`config.mk`:
```
export PLATFORM = sky130hd
export DESIGN_NAME = mem_port_arbiter_flat
export DESIGN_NICKNAME = d
export VERILOG_FILES = /design/src/rtl/mem_port_arbiter_if.sv /design/src/rtl/mem_port_arbiter.sv /design/src/flat_wrapper.sv
export SDC_FILE = /design/constraint.sdc
export NUM_CORES = 1
export LEC_CHECK = 0
export ABC_AREA = 1
export CAP_MARGIN = 20
export CORE_ASPECT_RATIO = 1.2
export CORE_MARGIN = 2
export CORE_UTILIZATION = 37
export CTS_CLUSTER_SIZE = 14
export DETAILED_ROUTE_END_ITERATION = 6
export PLACE_DENSITY = 0.79
export SLEW_MARGIN = 20
export SYNTH_ARGS = -nofsm -noshare
export SYNTH_HDL_FRONTEND = slang
export SYNTH_SLANG_ARGS = --single-unit
```
`constraint.sdc`:
```
create_clock -name clk -period 4.1 [get_ports clk]
set_input_delay 0.615 -clock clk [delete_from_list [all_inputs] [get_ports clk]]
set_output_delay 0.615 -clock clk [all_outputs]
set_load 0.01 [all_outputs]
```
`src/rtl/mem_port_arbiter_if.sv`:
```
// mem_port_arbiter_if: bundles the IF fetch port, the MA load/store port and
// the shared memory port of mem_port_arbiter.
// master modport: arbiter view (takes requests and mem completion, drives the
// mem command, the read data and the acks). slave modport: the environment
// (requesters plus memory).
interface mem_port_arbiter_if #(
  parameter int ADDR_W = 32,
  parameter int DATA_W = 32
);
  // instruction fetch requester
  logic              if_re;
  logic [ADDR_W-1:0] if_addr;
  logic [DATA_W-1:0] if_rdata;
  logic              if_rack;
  // memory access (load/store) requester
  logic              ma_re;
  logic              ma_we;
  logic [ADDR_W-1:0] ma_addr;
  logic [1:0]        ma_len;
  logic [DATA_W-1:0] ma_wdata;
  logic [DATA_W-1:0] ma_rdata;
  logic              ma_rack;
  logic              ma_wack;
  // shared memory port
  logic              mem_re;
  logic              mem_we;
  logic [ADDR_W-1:0] mem_addr;
  logic [1:0]        mem_len;
  logic [DATA_W-1:0] mem_wdata;
  logic [DATA_W-1:0] mem_rdata;
  logic              mem_ready;

  modport master (
    input  if_re, if_addr, ma_re, ma_we, ma_addr, ma_len, ma_wdata,
           mem_rdata, mem_ready,
    output if_rdata, if_rack, ma_rdata, ma_rack, ma_wack,
           mem_re, mem_we, mem_addr, mem_len, mem_wdata
  );

  modport slave (
    output if_re, if_addr, ma_re, ma_we, ma_addr, ma_len, ma_wdata,
           mem_rdata, mem_ready,
    input  if_rdata, if_rack, ma_rdata, ma_rack, ma_wack,
           mem_re, mem_we, mem_addr, mem_len, mem_wdata
  );
endinterface

```
`src/rtl/mem_port_arbiter.sv`:
```
// mem_port_arbiter: shares one memory port between IF fetches and MA loads/stores,
// one transaction in flight, MA priority with an anti-starvation guarantee for IF.
// Latency: grant registered one edge after the request is seen; ack one edge after mem_ready.
// Backpressure: requests are levels held until their ack; the memory stalls by delaying mem_ready.
// Ports: clk, rst (async, active-high), bus (mem_port_arbiter_if.master), busy (state != IDLE).
module mem_port_arbiter #(
  parameter int ADDR_W     = 32,
  parameter int DATA_W     = 32,
  parameter int STARVE_MAX = 2
) (
  input  logic                clk,
  input  logic                rst,
  mem_port_arbiter_if.master  bus,
  output logic                busy
);

  localparam int SW = (STARVE_MAX < 1) ? 1 : $clog2(STARVE_MAX + 1);
  localparam logic [SW-1:0] STARVE_LIM = SW'(STARVE_MAX);

  typedef enum logic [2:0] {
    IDLE  = 3'd0,
    IF_RD = 3'd1,
    MA_RD = 3'd2,
    MA_WR = 3'd3,
    DONE  = 3'd4
  } state_t;

  state_t        state;
  logic [SW-1:0] starve_cnt;
  logic          if_pri;

  // IF overrides MA only once it has watched STARVE_MAX MA grants go by.
  assign if_pri = bus.if_re && (starve_cnt == STARVE_LIM);

  always_ff @(posedge clk or posedge rst) begin
    if (rst) begin
      state        <= IDLE;
      starve_cnt   <= '0;
      busy         <= 1'b0;
      bus.mem_re   <= 1'b0;
      bus.mem_we   <= 1'b0;
      bus.mem_addr <= '0;
      bus.mem_len  <= 2'b00;
      bus.mem_wdata <= '0;
      bus.if_rdata <= '0;
      bus.ma_rdata <= '0;
      bus.if_rack  <= 1'b0;
      bus.ma_rack  <= 1'b0;
      bus.ma_wack  <= 1'b0;
    end else begin
      // acks are single-cycle pulses
      bus.if_rack <= 1'b0;
      bus.ma_rack <= 1'b0;
      bus.ma_wack <= 1'b0;

      case (state)
        IDLE: begin
          if (!bus.if_re) starve_cnt <= '0;

          if (bus.ma_we && !if_pri) begin
            // a simultaneous ma_re waits for a later transaction
            state         <= MA_WR;
            busy          <= 1'b1;
            bus.mem_we    <= 1'b1;
            bus.mem_addr  <= bus.ma_addr;
            bus.mem_len   <= bus.ma_len;
            bus.mem_wdata <= bus.ma_wdata;
            if (bus.if_re && starve_cnt != STARVE_LIM)
              starve_cnt <= starve_cnt + 1'b1;
          end else if (bus.ma_re && !if_pri) begin
            state        <= MA_RD;
            busy         <= 1'b1;
            bus.mem_re   <= 1'b1;
            bus.mem_addr <= bus.ma_addr;
            bus.mem_len  <= bus.ma_len;
            if (bus.if_re && starve_cnt != STARVE_LIM)
              starve_cnt <= starve_cnt + 1'b1;
          end else if (bus.if_re) begin
            state        <= IF_RD;
            busy         <= 1'b1;
            bus.mem_re   <= 1'b1;
            bus.mem_addr <= bus.if_addr;
            bus.mem_len  <= 2'b11;
            starve_cnt   <= '0;
          end
        end

        // Command fields stay frozen here; requester inputs are not looked at.
        IF_RD: begin
          if (bus.mem_ready) begin
            state        <= DONE;
            bus.mem_re   <= 1'b0;
            bus.if_rdata <= bus.mem_rdata;
            bus.if_rack  <= 1'b1;
          end
        end

        MA_RD: begin
          if (bus.mem_ready) begin
            state        <= DONE;
            bus.mem_re   <= 1'b0;
            bus.ma_rdata <= bus.mem_rdata;
            bus.ma_rack  <= 1'b1;
          end
        end

        MA_WR: begin
          if (bus.mem_ready) begin
            state      <= DONE;
            bus.mem_we <= 1'b0;
            bus.ma_wack <= 1'b1;
          end
        end

        // One dead cycle so a request still held during its ack is not re-granted.
        DONE: begin
          state <= IDLE;
          busy  <= 1'b0;
        end

        default: begin
          state <= IDLE;
          busy  <= 1'b0;
        end
      endcase
    end
  end

endmodule

```
`src/flat_wrapper.sv`:
```
// flat-port wrapper written by rule: the top's interface ports become plain ports
module mem_port_arbiter_flat 
#(
  parameter int ADDR_W     = 32,
  parameter int DATA_W     = 32,
  parameter int STARVE_MAX = 2
)
  (clk, rst, busy, bus_if_re, bus_if_addr, bus_ma_re, bus_ma_we, bus_ma_addr, bus_ma_len, bus_ma_wdata, bus_mem_rdata, bus_mem_ready, bus_if_rdata, bus_if_rack, bus_ma_rdata, bus_ma_rack, bus_ma_wack, bus_mem_re, bus_mem_we, bus_mem_addr, bus_mem_len, bus_mem_wdata);
  mem_port_arbiter_if #(.ADDR_W(ADDR_W), .DATA_W(DATA_W)) bus_i ();
  input  logic clk;
  input  logic rst;
  output logic busy;
  input wire logic [$bits(bus_i.if_re)-1:0] bus_if_re;
  input wire logic [$bits(bus_i.if_addr)-1:0] bus_if_addr;
  input wire logic [$bits(bus_i.ma_re)-1:0] bus_ma_re;
  input wire logic [$bits(bus_i.ma_we)-1:0] bus_ma_we;
  input wire logic [$bits(bus_i.ma_addr)-1:0] bus_ma_addr;
  input wire logic [$bits(bus_i.ma_len)-1:0] bus_ma_len;
  input wire logic [$bits(bus_i.ma_wdata)-1:0] bus_ma_wdata;
  input wire logic [$bits(bus_i.mem_rdata)-1:0] bus_mem_rdata;
  input wire logic [$bits(bus_i.mem_ready)-1:0] bus_mem_ready;
  output wire logic [$bits(bus_i.if_rdata)-1:0] bus_if_rdata;
  output wire logic [$bits(bus_i.if_rack)-1:0] bus_if_rack;
  output wire logic [$bits(bus_i.ma_rdata)-1:0] bus_ma_rdata;
  output wire logic [$bits(bus_i.ma_rack)-1:0] bus_ma_rack;
  output wire logic [$bits(bus_i.ma_wack)-1:0] bus_ma_wack;
  output wire logic [$bits(bus_i.mem_re)-1:0] bus_mem_re;
  output wire logic [$bits(bus_i.mem_we)-1:0] bus_mem_we;
  output wire logic [$bits(bus_i.mem_addr)-1:0] bus_mem_addr;
  output wire logic [$bits(bus_i.mem_len)-1:0] bus_mem_len;
  output wire logic [$bits(bus_i.mem_wdata)-1:0] bus_mem_wdata;
  assign bus_i.if_re = bus_if_re;
  assign bus_i.if_addr = bus_if_addr;
  assign bus_i.ma_re = bus_ma_re;
  assign bus_i.ma_we = bus_ma_we;
  assign bus_i.ma_addr = bus_ma_addr;
  assign bus_i.ma_len = bus_ma_len;
  assign bus_i.ma_wdata = bus_ma_wdata;
  assign bus_i.mem_rdata = bus_mem_rdata;
  assign bus_i.mem_ready = bus_mem_ready;
  assign bus_if_rdata = bus_i.if_rdata;
  assign bus_if_rack = bus_i.if_rack;
  assign bus_ma_rdata = bus_i.ma_rdata;
  assign bus_ma_rack = bus_i.ma_rack;
  assign bus_ma_wack = bus_i.ma_wack;
  assign bus_mem_re = bus_i.mem_re;
  assign bus_mem_we = bus_i.mem_we;
  assign bus_mem_addr = bus_i.mem_addr;
  assign bus_mem_len = bus_i.mem_len;
  assign bus_mem_wdata = bus_i.mem_wdata;
  mem_port_arbiter #(.ADDR_W(ADDR_W), .DATA_W(DATA_W), .STARVE_MAX(STARVE_MAX)) u_core (.clk(clk), .rst(rst), .bus(bus_i), .busy(busy));
endmodule
```
After elaboration in Yosys (flattened, before gate mapping)
Cells that the tools add are included.

cells by class
  multiplexer cells = 29
  equal/unequal tests = 12
  add/subtract/negate cells = 1
  bitwise logic cells = 1
  reductions and logical operators = 19

operators by type and width
  cell                   count
  $mux W32               3
  $mux W2                8
  $mux W3                4
  $reduce_and A2 Y1      6
  $mux W1                10
  $eq A3 B2 Y1 const B   2
  $ne A2 B1 Y1 const B   3
  $ne A2 B2 Y1 const B   3
  $pmux W1 S2            3
  $pmux W3 S2            1
  $logic_and A1 B1 Y1    4
  $ne A4 B2 Y1 const B   1
  $reduce_and A4 Y1      1
  $reduce_bool A2 Y1     2
  $eq A3 B1 Y1 const B   1
  $logic_not A3 Y1       1
  $ne A3 B2 Y1 const B   1
  $reduce_and A3 Y1      1
  $reduce_bool A3 Y1     1
  $reduce_or A3 Y1       1
  $add A2 B1 Y2 const B  1
  $eq A2 B2 Y1 const B   1
  $reduce_or A2 Y1       1
  $logic_not A1 Y1       1
  $not A1 Y1             1

word-level totals
  bits in registers = 141
  input bits = 136
  output and inout bits = 136
  logic and storage cells = 75

Logic depth before layout (Yosys ltp)
  depth in word-level cells = 7
  mapped depth = 10
  gate-level depth less buffers = 9

Least setup slack after synthesis
Ideal clock, no wire load.

  kind = in2reg
  start point = in bus_if_re
  end point = reg u_core.bus.mem_addr[14] (netlist name)
  library setup time = 124 ps
  stages = 7
  required time = 3,976 ps
  path buffers = 1
  slack = 2,595 ps
  arrival time = 1,381 ps
  cell sequence = nand2_1 -> nand2_2 -> nand2_2 -> clkbuf_1 -> nand2_1 -> o211ai_1 -> nand2_1

between the ends
  word-level cells in the longest chain between the ends = 5
  elaborated cells on any way between the ends = 8
  classes of those cells = mux: 2; reduce/logical: 6

ends and longest elaborated chain
  element                                                          RTL line                                        text
  start: declaration                                               flat_wrapper.sv:13                              input wire logic [$bits(bus_i.if_re)-1:0] bus_if_re;
  $logic_and A1 B1 Y1                                              mem_port_arbiter.sv:33                          assign if_pri = bus.if_re && (starve_cnt == STARVE_LIM);
  $logic_not A1 Y1                                                 mem_port_arbiter.sv:60, mem_port_arbiter.sv:70
  $logic_and A1 B1 Y1, on equally long branches                    mem_port_arbiter.sv:70, mem_port_arbiter.sv:60
  $reduce_bool A3 Y1 (no line) / $mux W32 (equally long branches)  --
  $reduce_and A2 Y1 (no line) / $mux W32 (equally long branches)   --
  end signal: assignment                                           mem_port_arbiter.sv:65                          bus.mem_addr <= bus.ma_addr;
  end signal: assignment                                           mem_port_arbiter.sv:74                          bus.mem_addr <= bus.ma_addr;
  end signal: assignment                                           mem_port_arbiter.sv:82                          bus.mem_addr <= bus.if_addr;
  end: declaration                                                 mem_port_arbiter_if.sv:37                       mem_re, mem_we, mem_addr, mem_len, mem_wdata

Parallel ways exist; a longest one is shown, timed or not.
A chain may end at the register's enable or synchronous reset.

Worst setup path after layout
  start point = in bus_if_re
  end point = reg u_core.bus.mem_addr[15] (netlist name)

Same word-level chain as after synthesis.

==> impl_results.md <==
* Status: completed
* Flop2flop setup slack at 2020 ps
* Die H at 142 um
* CP Capture Type: flop
* Most common cell after layout, fill and taps aside: nand2_1
* TritonCTS clock tree: done
* Grt total ovfl at 0
* Worst R2R End: u_core.bus.mem_addr[15]
* Fmax at 472 MHz
* Crit start category: primary input
* Non-Filler Instances at 1144
* CTS sink count at 141
* Mean Syn Cell Area at 8.83 um2
* Hold worst-path end: u_core.bus.mem_addr[29]
* Synthesized area at 0.00584 mm2
* Most frequent cells in the layout: 279 x nand2_1, 271 x clkdlybuf4s50_1, 141 x dfrtp_1, 75 x inv_1, 63 x o21ai_0
* Initial antenna violation count at 0
* Worst vdd ir at 0.376 mV
* Min Tclk post-route at 2120 ps
* Drt pass-1 iters at 4
* Post-synthesis mux area share at 0
* First-pass GRT wire length at 25.4 mm
* PwrDens at 743 mW/mm2
* Period utilisation layout at 0.517
* Share of layout cells above drive strength 1 at 0.0545
* Setup Crit Path Kind: primary input to flop
* Vias at 5149
* Post-Synth Adder-Cell Area at 0.00214
* Yosys cell types at 24
* Largest net degree at the start of global routing at 83
* DR iter-0 viols at 353
* Synth Area in XOR/XNOR at 0
* Post-CTS setup buffers at 0
* Ys Warns at 0
* Post-DP HPWL at 11.1 mm
* Port-buffer cells at 271
* Synth Register Bits at 141
* Crit-path max FO at 35
* Vias/cell at 4.50
* Slew headroom at 0.486
* Setup violators final at 0
* IO Count at 272
* Placeable core area at 0.0155 mm2
* Cell Rows at 50
* Die area at 0.0168 mm2
* Clk_lat worst skew at 410 ps
* Vias in the first global route at 5044
* CTS root buf: clkbuf_16
* Clock Tree Buf Depth at 2
* Placed cell count at 1112
* RD Place Congestion at 0.761
* Nets at 1060
* Fin. max-slew vios at 0
* Simple-Gate Fraction of Synth Area at 0.199
* Critical R2R Launch: u_core.starve_cnt[0]
* Crit path DAT at 2410 ps
* Tot GR Track Use at 0.192
* Width of the die at 119 um
* Max cap viols at 0
* Synth Instances at 661
* R2R depth at 9
* Detail Route Antenna Nets at 0
* Final WL at 15.7 mm
* Post-route DRC at 0
* Largest family of logic cells by synthesized area: simple AND/OR/NAND/NOR gates
* Syn Nets at 798
* CTS Buf Count at 17
* TNS Setup at 0 ps
* WL/cell at 13.7 um
* CP startpoint: bus_if_re
* Synth Area in Compound Gates at 0.108
* Initial Utilization at 0.376
* Post-CTS Hold Buffers at 0
* Sequential-to-total area share from yosys stat at 0.604
* Slew @ Worst Pin at 771 ps
* Final instance area at 0.00928 mm2
* Critical Path RT at 4390 ps
* DP Area at 0.00867 mm2
* RSZ-0062 raised after global routing: no
* Hold Path Class: flop to flop
* Lkg Pwr at 0.00454 uW
* Area Growth Syn to Fin at 58.9%
* Final clock skew at 9.54 ps
* Post-CTS sizing at 0
* Clock-pin transition on the worst setup and hold timing paths at 60 ps
* H-tree lvl count at 4
* Hold Crit Start: u_core.bus.mem_addr[29]
* Final hold violation count at 0
* ANT cells at 0
* Hold Path Stages at 2
==> flip-flops by register name, indices dropped and copies added (netlist names) <==
| register | count |
|---|---|
| u_core.bus.ma_rdata | 32 |
| u_core.bus.if_rdata | 32 |
| u_core.bus.ma_wack | 1 |
| u_core.bus.mem_we | 1 |
| u_core.bus.mem_addr | 32 |
| u_core.bus.mem_re | 1 |
| u_core.state | 3 |
| u_core.bus.ma_rack | 1 |
| u_core.starve_cnt | 2 |
| u_core.bus.if_rack | 1 |
| u_core.bus.mem_len | 2 |
| u_core.busy | 1 |
| u_core.bus.mem_wdata | 32 |
==> layout make-up <==
type	instances	area [um2]
Sequential cell	141	3530
Timing Repair Buffer	277	2770
Clock buffer	22	484
Fill cell	1377	6240
Tap cell	208	260
Clock inverter	10	113
Inverter	79	300
Multi-Input combinational cell	407	1820
==> worst max-delay path: stages <==
cell and delay [ps]:
clkdlybuf4s50_1 460, nand2_1 150, nand2_2 120, a21oi_4 130
buf_4 350, inv_2 350, nand2_1 140, nand2_1 60
==> metrics by stage <==
step / util / power (uW) / setup WS (ps) / hold slack, ps
floorplan: - / 3780 / 1720 / 505
global placement: 0.559 / 5330 / 1450 / 457
detailed placement: 0.559 / 5410 / 1370 / 464
CTS: 0.598 / 6980 / 1820 / 480
global route: 0.598 / 7370 / 1840 / 496
finish: 0.598 / 6900 / 1980 / 476
==> per-layer routing <==
| layer | share of wire | global-route usage |
|---|---|---|
| met3 | 0.067 | 0.0595 |
| met1 | 0.41 | 0.225 |
| met4 | 0.019 | 0.0821 |
| met2 | 0.50 | 0.325 |
| met5 | 0 | 0 |
==> Yosys cell counts (all sizes together) <==
cell type  number  area (um2)
ha              1        12.5
and3            1        6.26
clkbuf          5        18.8
o211ai         32         240
inv            79         297
nor2            5        31.3
nand3           7        35.0
nand2         282        1070
dfrtp         141        3530
nand3b          1        7.51
buf            29         190
o21ai          72         360
o22ai           1        6.26
or2             1        6.26
nand4           2        12.5
a21oi           2        21.3
==> where the power goes <==
group	total, uW	switching, uW	internal [uW]
logic	2970	1420	1550
registers	2390	349	2040
clock network	1540	579	958
==> logic make-up after synthesis <==
group	Yosys count
AND/OR/NAND/NOR	299
buffers and inverters	113
AO/OA/AOI/OAI	107
flip-flops	141
adder cells (fa/ha/maj)	1
==> worst max-delay path by stage <==
stage                                           to  slack (ps)  cells past startpoint
after global placement       u_core.bus.mem_len[1]        1450                      7
after CTS                  u_core.bus.mem_addr[22]        1820                      6
after detailed placement   u_core.bus.mem_addr[22]        1370                      6
after global routing      u_core.bus.mem_wdata[18]        1840                      9
after floorplan                 u_core.bus.if_rack        1720                      1
final                      u_core.bus.mem_addr[15]        1980                      8
Power figures use the tool's default switching activity.
